**src/rtl/data_fifo_pkg.sv**
```systemverilog
// Shared defaults for the data FIFO slice.
// Holds the parameter defaults used by the interface and the top.
package data_fifo_pkg;

  localparam int DEF_DATA_WIDTH  = 32;
  localparam int DEF_DEPTH       = 4;
  localparam int DEF_ALMOST_FULL = 3;

endpackage

```
**src/rtl/data_fifo_if.sv**
```systemverilog
// Producer/consumer bundle of the data FIFO.
// master: drives flush, write side and out_ready; slave: the FIFO.
interface data_fifo_if
  import data_fifo_pkg::*;
#(
  parameter int DATA_WIDTH = DEF_DATA_WIDTH,
  parameter int DEPTH      = DEF_DEPTH
);

  localparam int CW = $clog2(DEPTH + 1);

  logic                  flush_i;
  logic                  in_valid_i;
  logic                  in_ready_o;
  logic [DATA_WIDTH-1:0] in_data_i;
  logic                  out_valid_o;
  logic                  out_ready_i;
  logic [DATA_WIDTH-1:0] out_data_o;
  logic [CW-1:0]         count_o;
  logic                  almost_full_o;

  modport master (
    output flush_i,
    output in_valid_i,
    output in_data_i,
    output out_ready_i,
    input  in_ready_o,
    input  out_valid_o,
    input  out_data_o,
    input  count_o,
    input  almost_full_o
  );

  modport slave (
    input  flush_i,
    input  in_valid_i,
    input  in_data_i,
    input  out_ready_i,
    output in_ready_o,
    output out_valid_o,
    output out_data_o,
    output count_o,
    output almost_full_o
  );

endinterface

```
**src/rtl/data_fifo_mem.sv**
```systemverilog
// fifo_mem: DEPTH x DATA_WIDTH register array, async reset to zero.
// Ports: we/waddr/wdata write port, raddr -> rdata async read.
module fifo_mem #(
  parameter int DATA_WIDTH = 32,
  parameter int DEPTH      = 4,
  parameter int AW         = 2
) (
  input  logic                  clk_i,
  input  logic                  reset_n_i,
  input  logic                  we,
  input  logic [AW-1:0]         waddr,
  input  logic [DATA_WIDTH-1:0] wdata,
  input  logic [AW-1:0]         raddr,
  output logic [DATA_WIDTH-1:0] rdata
);

  logic [DATA_WIDTH-1:0] mem [DEPTH];

  always_ff @(posedge clk_i or negedge reset_n_i) begin
    if (!reset_n_i) begin
      for (int i = 0; i < DEPTH; i++) begin
        mem[i] <= '0;
      end
    end else if (we) begin
      mem[waddr] <= wdata;
    end
  end

  assign rdata = mem[raddr];

endmodule

```
**src/rtl/data_fifo.sv**
```systemverilog
// data_fifo: synchronous valid/ready FIFO, show-ahead read side.
// Ports: clk_i, reset_n_i (async, low), bus (data_fifo_if.slave).
module data_fifo
  import data_fifo_pkg::*;
#(
  parameter int DATA_WIDTH  = DEF_DATA_WIDTH,
  parameter int DEPTH       = DEF_DEPTH,
  parameter int ALMOST_FULL = DEF_ALMOST_FULL
) (
  input  logic      clk_i,
  input  logic      reset_n_i,
  data_fifo_if.slave bus
);

  localparam int PW = $clog2(DEPTH);
  localparam int CW = $clog2(DEPTH + 1);

  localparam logic [PW-1:0] LAST = PW'(DEPTH - 1);
  localparam logic [CW-1:0] FULL = CW'(DEPTH);
  localparam logic [CW-1:0] AF   = CW'(ALMOST_FULL);
  localparam logic [CW-1:0] ONE  = CW'(1);

  logic [PW-1:0] wr_ptr;
  logic [PW-1:0] rd_ptr;
  logic [CW-1:0] count;
  logic          push;
  logic          pop;
  logic          we;

  // Flags come from count only, so no input
  // reaches an output combinationally.
  assign bus.in_ready_o    = (count != FULL);
  assign bus.out_valid_o   = (count != '0);
  assign bus.count_o       = count;
  assign bus.almost_full_o = (count >= AF);

  assign push = bus.in_valid_i & bus.in_ready_o;
  assign pop  = bus.out_valid_o & bus.out_ready_i;

  // Flush drops the offered word.
  assign we = push & ~bus.flush_i;

  always_ff @(posedge clk_i or negedge reset_n_i) begin
    if (!reset_n_i) begin
      wr_ptr <= '0;
      rd_ptr <= '0;
      count  <= '0;
    end else if (bus.flush_i) begin
      wr_ptr <= '0;
      rd_ptr <= '0;
      count  <= '0;
    end else begin
      if (push) begin
        wr_ptr <= (wr_ptr == LAST) ? '0 : wr_ptr + PW'(1);
      end
      if (pop) begin
        rd_ptr <= (rd_ptr == LAST) ? '0 : rd_ptr + PW'(1);
      end
      unique case ({push, pop})
        2'b10:   count <= count + ONE;
        2'b01:   count <= count - ONE;
        default: count <= count;
      endcase
    end
  end

  fifo_mem #(
    .DATA_WIDTH (DATA_WIDTH),
    .DEPTH      (DEPTH),
    .AW         (PW)
  ) u_mem (
    .clk_i     (clk_i),
    .reset_n_i (reset_n_i),
    .we        (we),
    .waddr     (wr_ptr),
    .wdata     (bus.in_data_i),
    .raddr     (rd_ptr),
    .rdata     (bus.out_data_o)
  );

endmodule

```
**src/flat_wrapper.sv**
```systemverilog
// flat-port wrapper written by rule: the top's interface ports become plain ports
module data_fifo_flat import data_fifo_pkg::*;
#(
  parameter int DATA_WIDTH  = DEF_DATA_WIDTH,
  parameter int DEPTH       = DEF_DEPTH,
  parameter int ALMOST_FULL = DEF_ALMOST_FULL
)
  (clk_i, reset_n_i, bus_flush_i, bus_in_valid_i, bus_in_data_i, bus_out_ready_i, bus_in_ready_o, bus_out_valid_o, bus_out_data_o, bus_count_o, bus_almost_full_o);
  data_fifo_if #(.DATA_WIDTH(DATA_WIDTH), .DEPTH(DEPTH)) bus_i ();
  input  logic clk_i;
  input  logic reset_n_i;
  input wire logic [$bits(bus_i.flush_i)-1:0] bus_flush_i;
  input wire logic [$bits(bus_i.in_valid_i)-1:0] bus_in_valid_i;
  input wire logic [$bits(bus_i.in_data_i)-1:0] bus_in_data_i;
  input wire logic [$bits(bus_i.out_ready_i)-1:0] bus_out_ready_i;
  output wire logic [$bits(bus_i.in_ready_o)-1:0] bus_in_ready_o;
  output wire logic [$bits(bus_i.out_valid_o)-1:0] bus_out_valid_o;
  output wire logic [$bits(bus_i.out_data_o)-1:0] bus_out_data_o;
  output wire logic [$bits(bus_i.count_o)-1:0] bus_count_o;
  output wire logic [$bits(bus_i.almost_full_o)-1:0] bus_almost_full_o;
  assign bus_i.flush_i = bus_flush_i;
  assign bus_i.in_valid_i = bus_in_valid_i;
  assign bus_i.in_data_i = bus_in_data_i;
  assign bus_i.out_ready_i = bus_out_ready_i;
  assign bus_in_ready_o = bus_i.in_ready_o;
  assign bus_out_valid_o = bus_i.out_valid_o;
  assign bus_out_data_o = bus_i.out_data_o;
  assign bus_count_o = bus_i.count_o;
  assign bus_almost_full_o = bus_i.almost_full_o;
  data_fifo #(.DATA_WIDTH(DATA_WIDTH), .DEPTH(DEPTH), .ALMOST_FULL(ALMOST_FULL)) u_core (.clk_i(clk_i), .reset_n_i(reset_n_i), .bus(bus_i));
endmodule
```
**config.mk**
```make
export PLATFORM = sky130hd
export DESIGN_NAME = data_fifo_flat
export DESIGN_NICKNAME = d
export VERILOG_FILES = /design/src/rtl/data_fifo_pkg.sv /design/src/rtl/data_fifo_if.sv /design/src/rtl/data_fifo_mem.sv /design/src/rtl/data_fifo.sv /design/src/flat_wrapper.sv
export SDC_FILE = /design/constraint.sdc
export NUM_CORES = 1
export LEC_CHECK = 0
export CORE_MARGIN = 3
export CORE_UTILIZATION = 45
export CTS_CLUSTER_DIAMETER = 60
export DETAILED_ROUTE_END_ITERATION = 12
export PLACE_DENSITY = 0.63
export SLEW_MARGIN = 20
export SYNTH_ARGS = -nofsm -noshare
export SYNTH_HDL_FRONTEND = slang
export SYNTH_SLANG_ARGS = --single-unit
```
**constraint.sdc**
```tcl
create_clock -name clk_i -period 5.49 [get_ports clk_i]
set_input_delay 1.098 -clock clk_i [delete_from_list [all_inputs] [get_ports clk_i]]
set_output_delay 1.098 -clock clk_i [all_outputs]
set_load 0.1 [all_outputs]
```
==> flow_results.xml, run 1 <==
<?xml version="1.0" encoding="UTF-8"?>
<metrics>
  <group name="clock_tree">
    <metric name="cts.repair_timing.setup_buffer_count" unit="">0</metric>
    <metric name="cts_tree" unit="">built</metric>
    <metric name="worst_skew_pair.late_latency" unit="ns">0.41</metric>
    <metric name="cts.htree.levels" unit="">4</metric>
    <metric name="cts_buffer_count" unit="">17</metric>
    <metric name="cts.clk_slew.worst_paths" unit="ns">0.05</metric>
    <metric name="clockBufferDepth" unit="">2</metric>
    <metric name="postCtsResizedCells" unit="">0</metric>
    <metric name="clock_sinks" unit="">135</metric>
    <metric name="hold_buffers" unit="">0</metric>
    <metric name="cts.root.buffer_cell" unit="">clkbuf_16</metric>
  </group>
  <group name="detailed_routing">
    <metric name="num_vias" unit="">3408</metric>
    <metric name="routed_wl" unit="um">12700</metric>
    <metric name="remaining_design_rule_violation_count" unit="">0</metric>
    <metric name="detail_route.vias_per_cell" unit="">5.31</metric>
    <metric name="drt-wirelength-per-cell" unit="um">19.8</metric>
    <metric name="dr_pass1_iterations" unit="">4</metric>
    <metric name="drt-initial-drc-count" unit="">231</metric>
    <metric name="ant_nets" unit="">0</metric>
  </group>
  <group name="grt">
    <metric name="antenna_violations_before_repair" unit="">0</metric>
    <metric name="globalRouteOverflowTotal" unit="">0</metric>
    <metric name="groute.usage.overall" unit="">0.170</metric>
    <metric name="grt_start_max_net_pins" unit="">91</metric>
    <metric name="first_global_vias" unit="">3828</metric>
    <metric name="grt_pass1_wl" unit="um">21400</metric>
  </group>
  <group name="sta">
    <metric name="finalHoldWorstSlack" unit="ns">0.501</metric>
    <metric name="timing.max_slew.rel_slack" unit="">0.347</metric>
    <metric name="worst_pin_slew" unit="ns">0.976</metric>
    <metric name="report.final.slew_viol_count" unit="">0</metric>
    <metric name="final_setup_fails" unit="">0</metric>
    <metric name="layout_min_cycle_time" unit="ns">4.24</metric>
    <metric name="final_hold_viol_count" unit="">0</metric>
    <metric name="rsz0062_at_grt" unit="">false</metric>
    <metric name="max_freq" unit="GHz">0.236</metric>
    <metric name="tns" unit="ns">0</metric>
    <metric name="fin_skew" unit="ns">0.00597</metric>
    <metric name="post-route-period-util" unit="">0.773</metric>
  </group>
  <group name="floorplan">
    <metric name="core_area" unit="um2">14600</metric>
    <metric name="die_area" unit="um2">16400</metric>
    <metric name="start_util" unit="">0.461</metric>
    <metric name="floorplan.die.height" unit="um">128</metric>
    <metric name="die_w" unit="um">128</metric>
    <metric name="io_pins" unit="">75</metric>
    <metric name="placementRows" unit="">44</metric>
  </group>
  <group name="cells_and_area">
    <metric name="finish.net_count" unit="">488</metric>
    <metric name="antenna_cells_inserted" unit="">0</metric>
    <metric name="final_cell_mix" unit="">dfrtp_1 (133), mux2_4 (120), clkdlybuf4s50_1 (73), mux4_2 (32), clkbuf_16 (17)</metric>
    <metric name="layout_cell_share_with_drive_strength_beyond_1" unit="">0.439</metric>
    <metric name="layout_commonest_cell" unit="">dfrtp_1</metric>
    <metric name="syn2layout_area_growth" unit="%">19.6</metric>
  </group>
  <group name="logic_synthesis">
    <metric name="ys_top_cells_by_area" unit="">dfrtp_1 (50%), mux2_4 (27%), mux4_2 (11%)</metric>
    <metric name="syn_area" unit="um2">6720</metric>
    <metric name="synth_adder_area_share" unit="">0.0123</metric>
    <metric name="synth_top_cell_area_share" unit="">0.503</metric>
    <metric name="synth.net_count" unit="">418</metric>
    <metric name="postSynthCellCount" unit="">375</metric>
    <metric name="syn_avg_cell_area" unit="um2">17.9</metric>
    <metric name="synth_cell_types" unit="">35</metric>
    <metric name="combinational_family_with_the_most_area_after_synthesis" unit="">multiplexers</metric>
    <metric name="synth.yosys.seq_area_share" unit="">0.503</metric>
    <metric name="synth-edff-count" unit="">0</metric>
    <metric name="synth-simple-area-share" unit="">0.0296</metric>
    <metric name="synth.yosys.warnings" unit="">0</metric>
    <metric name="synth_xor_area_frac" unit="">0.00130</metric>
    <metric name="yosysTopAreaCell" unit="">dfrtp_1</metric>
    <metric name="yosys-mux-area-fraction" unit="">0.392</metric>
    <metric name="synth_compound_area_frac" unit="">0.0153</metric>
    <metric name="synth_seq_cells" unit="">135</metric>
    <metric name="synth_flop_cell" unit="">dfrtp_1</metric>
    <metric name="synth-async-reset-ratio" unit="">1.00</metric>
  </group>
  <group name="critical_path">
    <metric name="crit_buf_inv" unit="">2</metric>
    <metric name="cell_chain_critical_path" unit="">buf_4 &gt; mux4_2 &gt; clkdlybuf4s50_1</metric>
    <metric name="startpoint_type" unit="">flip-flop</metric>
    <metric name="worst_ep_arrival_time" unit="ns">3.15</metric>
    <metric name="worst_r2r_path_depth" unit="">6</metric>
    <metric name="worstSetupEndpointType" unit="">output port</metric>
    <metric name="cp_slowest_cell" unit="">clkdlybuf4s50_1</metric>
    <metric name="critical_path_cell_count" unit="">3</metric>
    <metric name="critPathTopFamily" unit="">buffers and inverters</metric>
    <metric name="critical_path.max_fanout" unit="">21</metric>
    <metric name="max_stage_delay" unit="ns">0.98</metric>
    <metric name="worstSetupPathType" unit="">flip-flop to output port</metric>
    <metric name="cp_data_required_time" unit="ns">4.39</metric>
  </group>
  <group name="worst_hold_path">
    <metric name="hold_path_depth" unit="">1</metric>
    <metric name="hold_class" unit="">flip-flop to flip-flop</metric>
  </group>
  <group name="placement">
    <metric name="gp_congestion" unit="">0.694</metric>
    <metric name="hpwlAfterDp" unit="um">7310</metric>
    <metric name="port_buffers" unit="">74</metric>
  </group>
  <group name="run">
    <metric name="max_cap_violations" unit="">0</metric>
  </group>
  <group name="pwr">
    <metric name="power.leakage" unit="nW">3.82</metric>
    <metric name="ir_drop" unit="V">0.000332</metric>
    <metric name="power-per-cell-area" unit="nW/um2">568</metric>
    <metric name="totalPowerFinal" unit="mW">4.57</metric>
  </group>
  <group name="outcome">
    <metric name="outcome" unit="">completed</metric>
  </group>
</metrics>
## layer usage
metal	routed length (um)	global-route usage
met1	6290	0.250
met2	5810	0.244
met3	467	0.0442
met4	174	0.0605
met5	0	0
## cells in the mapped netlist, drive strengths merged (2+ instances only)
cell	instances
a21oi	6
buf	18
clkbuf	7
dfrtp	135
ha	5
inv	4
mux2	128
mux2i	2
mux4	32
nand2	9
nand3	2
nor2	5
nor3	2
o21ai	2
or2	2
or3	2
## worst reg2reg max path, stage by stage (launching register included)
cell,delay [ns]
dfrtp_1,0.50
o31ai_1,0.61
a21oi_1,0.11
fa_1,0.55
o211ai_1,0.11
o21a_1,0.20
nor3_1,0.17
## sequential cells by signal (all words and copies together) (netlist names)
register / cells
u_core.rd_ptr: 2
u_core.wr_ptr: 2
u_core.u_mem.mem: 128
u_core.bus.count_o: 3
## final timing paths
| check | from | endpoint | slack [ns] |
|---|---|---|---|
| max in group asynchronous | reset_n_i | u_core.u_mem.mem[62]$_DFFE_PN0P_ | 3.59 |
| setup reg to reg | u_core.bus.count_o[0]$_DFFE_PN0P_ | u_core.bus.count_o[1]$_DFFE_PN0P_ | 3.15 |
| hold reg to reg | u_core.u_mem.mem[31]$_DFFE_PN0P_ | u_core.u_mem.mem[31]$_DFFE_PN0P_ | 0.50 |
| setup / recovery | u_core.rd_ptr[0]$_DFFE_PN0P_ | bus_out_data_o[31] | 1.25 |
| hold / removal | u_core.u_mem.mem[31]$_DFFE_PN0P_ | u_core.u_mem.mem[31]$_DFFE_PN0P_ | 0.50 |
| min in group asynchronous | reset_n_i | u_core.u_mem.mem[113]$_DFFE_PN0P_ | 0.74 |
## cells by family (layout without fill, tap and decap cells)
family / after synthesis / in the layout
DFF: 135 / 135
muxes: 162 / 162
AOI/OAI and AO/OA: 16 / 16
buffers and inverters: 29 / 112
and+or+nand+nor: 26 / 26
xor gates and xnor gates: 1 / 1
adders and majority gates: 6 / 6
## power breakdown
group / switching [mW] / internal [mW] / leakage (nW)
Clock: 0.405 / 0.795 / 0.308
Combinational: 1.06 / 0.782 / 1.81
Sequential: 0.205 / 1.32 / 1.70
Total: 1.67 / 2.90 / 3.82
## stage by stage
step / cells / setup WS, ns / utilization / area, um2
final: 642 / 1.25 / 0.551 / 8030
after global routing: 642 / 1.04 / 0.551 / 8030
after CTS: 642 / 1.17 / 0.551 / 8030
after detailed placement: 610 / 1.62 / 0.508 / 7410
after global placement: 610 / 1.65 / 0.508 / 7410
after floorplan: 375 / 2.40 / - / 6720
## final cells by class
| cell class | count | area [um2] |
|---|---|---|
| inverters | 4 | 15.0 |
| repair buffers | 76 | 757 |
| well taps | 184 | 230 |
| clock inverters | 8 | 144 |
| clock buffers | 24 | 482 |
| multi-input cells | 211 | 3030 |
| flip-flops and latches | 135 | 3380 |
| fillers | 1172 | 6560 |
Power figures use the tool's default switching activity.
==> inputs of run 2 (changes only) <==
--- a/config.mk
+++ b/config.mk
@@ -9,7 +9,7 @@
 export CORE_UTILIZATION = 45
 export CTS_CLUSTER_DIAMETER = 60
 export DETAILED_ROUTE_END_ITERATION = 12
-export PLACE_DENSITY = 0.63
+export PLACE_DENSITY = 0.66
 export SLEW_MARGIN = 20
 export SYNTH_ARGS = -nofsm -noshare
 export SYNTH_HDL_FRONTEND = slang
==> constraint.sdc (replaced) <==
create_clock -name clk_i -period 3.7 [get_ports clk_i]
set_input_delay 0.74 -clock clk_i [delete_from_list [all_inputs] [get_ports clk_i]]
set_output_delay 0.74 -clock clk_i [all_outputs]
set_load 0.1 [all_outputs]
==> run 2 against run 1 <==
Register-to-register slack worse by 1.8 ns. Combinational power grew 47%. Sequential share of layout area rose by 0.44 points. Critical path depth shrank 1. Sequential power is 48% higher. Clock skew is 0.00082 ns higher. Flip-flop and latch count did not move. Power increased by 46%. Final cell count unchanged. Global-route usage increased by 0.32 points. Setup slack got worse by 0.72 ns. Critical endpoint is now bus_in_ready_o.
==> flow_results.xml, run 2 (same netlist as run 1, synthesis figures left out) <==
<?xml version="1.0" encoding="UTF-8"?>
<metrics>
  <group name="clock_tree">
    <metric name="cts.htree.levels" unit="">4</metric>
    <metric name="cts.root.buffer_cell" unit="">clkbuf_16</metric>
    <metric name="clock_sinks" unit="">135</metric>
    <metric name="clockBufferDepth" unit="">2</metric>
    <metric name="cts.clk_slew.worst_paths" unit="ns">0.06</metric>
    <metric name="worst_skew_pair.late_latency" unit="ns">0.42</metric>
    <metric name="cts_tree" unit="">built</metric>
    <metric name="cts.repair_timing.setup_buffer_count" unit="">0</metric>
    <metric name="hold_buffers" unit="">0</metric>
    <metric name="cts_buffer_count" unit="">17</metric>
    <metric name="postCtsResizedCells" unit="">0</metric>
  </group>
  <group name="sta">
    <metric name="tns" unit="ns">0</metric>
    <metric name="final_setup_fails" unit="">0</metric>
    <metric name="layout_min_cycle_time" unit="ns">3.17</metric>
    <metric name="worst_pin_slew" unit="ns">0.973</metric>
    <metric name="fin_skew" unit="ns">0.00679</metric>
    <metric name="max_freq" unit="GHz">0.315</metric>
    <metric name="finalHoldWorstSlack" unit="ns">0.357</metric>
    <metric name="finalWorstSetupSlack" unit="ns">0.527</metric>
    <metric name="timing.max_slew.rel_slack" unit="">0.349</metric>
    <metric name="post-route-period-util" unit="">0.857</metric>
    <metric name="report.final.slew_viol_count" unit="">0</metric>
    <metric name="final_hold_viol_count" unit="">0</metric>
    <metric name="rsz0062_at_grt" unit="">false</metric>
  </group>
  <group name="critical_path">
    <metric name="cell_chain_critical_path" unit="">or3b_4 &gt; clkdlybuf4s50_1</metric>
    <metric name="max_stage_delay" unit="ns">0.99</metric>
    <metric name="critical_path_cell_count" unit="">2</metric>
    <metric name="worst_setup_path_endpoint" unit="">bus_in_ready_o</metric>
    <metric name="cp_data_required_time" unit="ns">2.96</metric>
    <metric name="worst_r2r_path_depth" unit="">6</metric>
    <metric name="critical_path.max_fanout" unit="">12</metric>
    <metric name="worst_ep_arrival_time" unit="ns">2.43</metric>
    <metric name="startpoint_type" unit="">flip-flop</metric>
    <metric name="cp_slowest_cell" unit="">clkdlybuf4s50_1</metric>
    <metric name="reg_to_reg_startpoint" unit="">u_core.bus.count_o[0]$_DFFE_PN0P_</metric>
    <metric name="critPathTopFamily" unit="">buffers and inverters</metric>
    <metric name="worstSetupPathType" unit="">flip-flop to output port</metric>
    <metric name="reg2reg_slack" unit="ns">1.39</metric>
    <metric name="crit_buf_inv" unit="">1</metric>
    <metric name="critical_path.startpoint" unit="">u_core.bus.count_o[2]$_DFFE_PN0P_</metric>
    <metric name="crit-reg2reg-capture" unit="">u_core.bus.count_o[1]$_DFFE_PN0P_</metric>
    <metric name="worstSetupEndpointType" unit="">output port</metric>
  </group>
  <group name="floorplan">
    <metric name="io_pins" unit="">75</metric>
    <metric name="die_area" unit="um2">16400</metric>
    <metric name="core_area" unit="um2">14600</metric>
    <metric name="floorplan.die.height" unit="um">128</metric>
    <metric name="die_w" unit="um">128</metric>
    <metric name="placementRows" unit="">44</metric>
    <metric name="start_util" unit="">0.461</metric>
  </group>
  <group name="detailed_routing">
    <metric name="num_vias" unit="">3415</metric>
    <metric name="ant_nets" unit="">0</metric>
    <metric name="drt-initial-drc-count" unit="">180</metric>
    <metric name="dr_pass1_iterations" unit="">4</metric>
    <metric name="drt-wirelength-per-cell" unit="um">20.4</metric>
    <metric name="detail_route.vias_per_cell" unit="">5.32</metric>
    <metric name="remaining_design_rule_violation_count" unit="">0</metric>
    <metric name="routed_wl" unit="um">13100</metric>
  </group>
  <group name="worst_hold_path">
    <metric name="hold_class" unit="">input port to asynchronous set/reset pin</metric>
  </group>
  <group name="pwr">
    <metric name="total_switching_power" unit="mW">2.50</metric>
    <metric name="sequentialPowerShare" unit="">0.339</metric>
    <metric name="p_comb_frac" unit="">0.405</metric>
    <metric name="power-per-cell-area" unit="nW/um2">839</metric>
    <metric name="power.leakage" unit="nW">3.86</metric>
    <metric name="cell_internal_pwr" unit="mW">4.17</metric>
    <metric name="ir_drop" unit="V">0.000447</metric>
    <metric name="power.switching_fraction" unit="">0.375</metric>
    <metric name="p_clk_frac" unit="">0.256</metric>
  </group>
  <group name="cells_and_area">
    <metric name="finish.net_count" unit="">488</metric>
    <metric name="final_cell_mix" unit="">dfrtp_1 (133), mux2_4 (120), clkdlybuf4s50_1 (38), buf_4 (35), mux4_2 (32)</metric>
    <metric name="syn2layout_area_growth" unit="%">18.3</metric>
    <metric name="antenna_cells_inserted" unit="">0</metric>
    <metric name="layout_commonest_cell" unit="">dfrtp_1</metric>
    <metric name="layout_cell_share_with_drive_strength_beyond_1" unit="">0.522</metric>
    <metric name="regMostFlops" unit="">u_core.u_mem.mem</metric>
    <metric name="finalInstanceArea" unit="um2">7950</metric>
    <metric name="finish.utilization" unit="">0.545</metric>
    <metric name="largest_register_ffs" unit="">128</metric>
  </group>
  <group name="run">
    <metric name="max_cap_violations" unit="">0</metric>
  </group>
  <group name="grt">
    <metric name="antenna_violations_before_repair" unit="">0</metric>
    <metric name="globalRouteOverflowTotal" unit="">0</metric>
    <metric name="first_global_vias" unit="">3841</metric>
    <metric name="grt_pass1_wl" unit="um">21600</metric>
    <metric name="groute.usage.overall" unit="">0.173</metric>
    <metric name="grt_start_max_net_pins" unit="">80</metric>
  </group>
  <group name="outcome">
    <metric name="outcome" unit="">completed</metric>
  </group>
  <group name="placement">
    <metric name="hpwlAfterDp" unit="um">7720</metric>
    <metric name="gp_congestion" unit="">0.737</metric>
    <metric name="worst_slack_at_placement" unit="ns">0.917</metric>
    <metric name="placed_area" unit="um2">7350</metric>
    <metric name="port_buffers" unit="">74</metric>
  </group>
</metrics>
==> run 2: power by group through the flow <==
stage,clock [mW],combinational (mW),sequential (mW)
5_1_grt,1.81,2.82,2.32
4_1_cts,1.74,2.73,2.26
3_5_place_dp,0,2.72,2.27
2_1_floorplan,0,2.33,2.18
6_report,1.71,2.70,2.26
3_3_place_gp,0,2.68,2.24
==> run 2: routing by layer <==
metal / global-route usage / wire, um / up-vias
met4: 0.0581 / 161 / 0
met5: 0 / 0 / -
met3: 0.0496 / 518 / 16
li1: - / - / 1529
met2: 0.260 / 6210 / 64
met1: 0.243 / 6210 / 1806
==> run 2: cell type report <==
cell class,count,area [um2]
clock buffers,24,512
clock inverters,8,92.6
fillers,1174,6640
inverters,4,15.0
multi-input cells,211,3030
flip-flops and latches,135,3380
well taps,184,230
repair buffers,76,694
==> run 2: worst min-delay path by stage <==
stage | end | startpoint
2_1_floorplan | u_core.bus.count_o[0]$_DFFE_PN0P_ | reset_n_i
4_1_cts | u_core.u_mem.mem[82]$_DFFE_PN0P_ | reset_n_i
3_3_place_gp | u_core.u_mem.mem[66]$_DFFE_PN0P_ | u_core.u_mem.mem[66]$_DFFE_PN0P_
3_5_place_dp | u_core.u_mem.mem[48]$_DFFE_PN0P_ | u_core.u_mem.mem[48]$_DFFE_PN0P_
6_report | u_core.u_mem.mem[50]$_DFFE_PN0P_ | reset_n_i
5_1_grt | u_core.u_mem.mem[50]$_DFFE_PN0P_ | reset_n_i
==> run 2: stage by stage <==
step	instances	total power, mW
2_1_floorplan	375	4.52
3_3_place_gp	610	4.92
3_5_place_dp	610	4.99
4_1_cts	642	6.73
5_1_grt	642	6.95
6_report	642	6.67
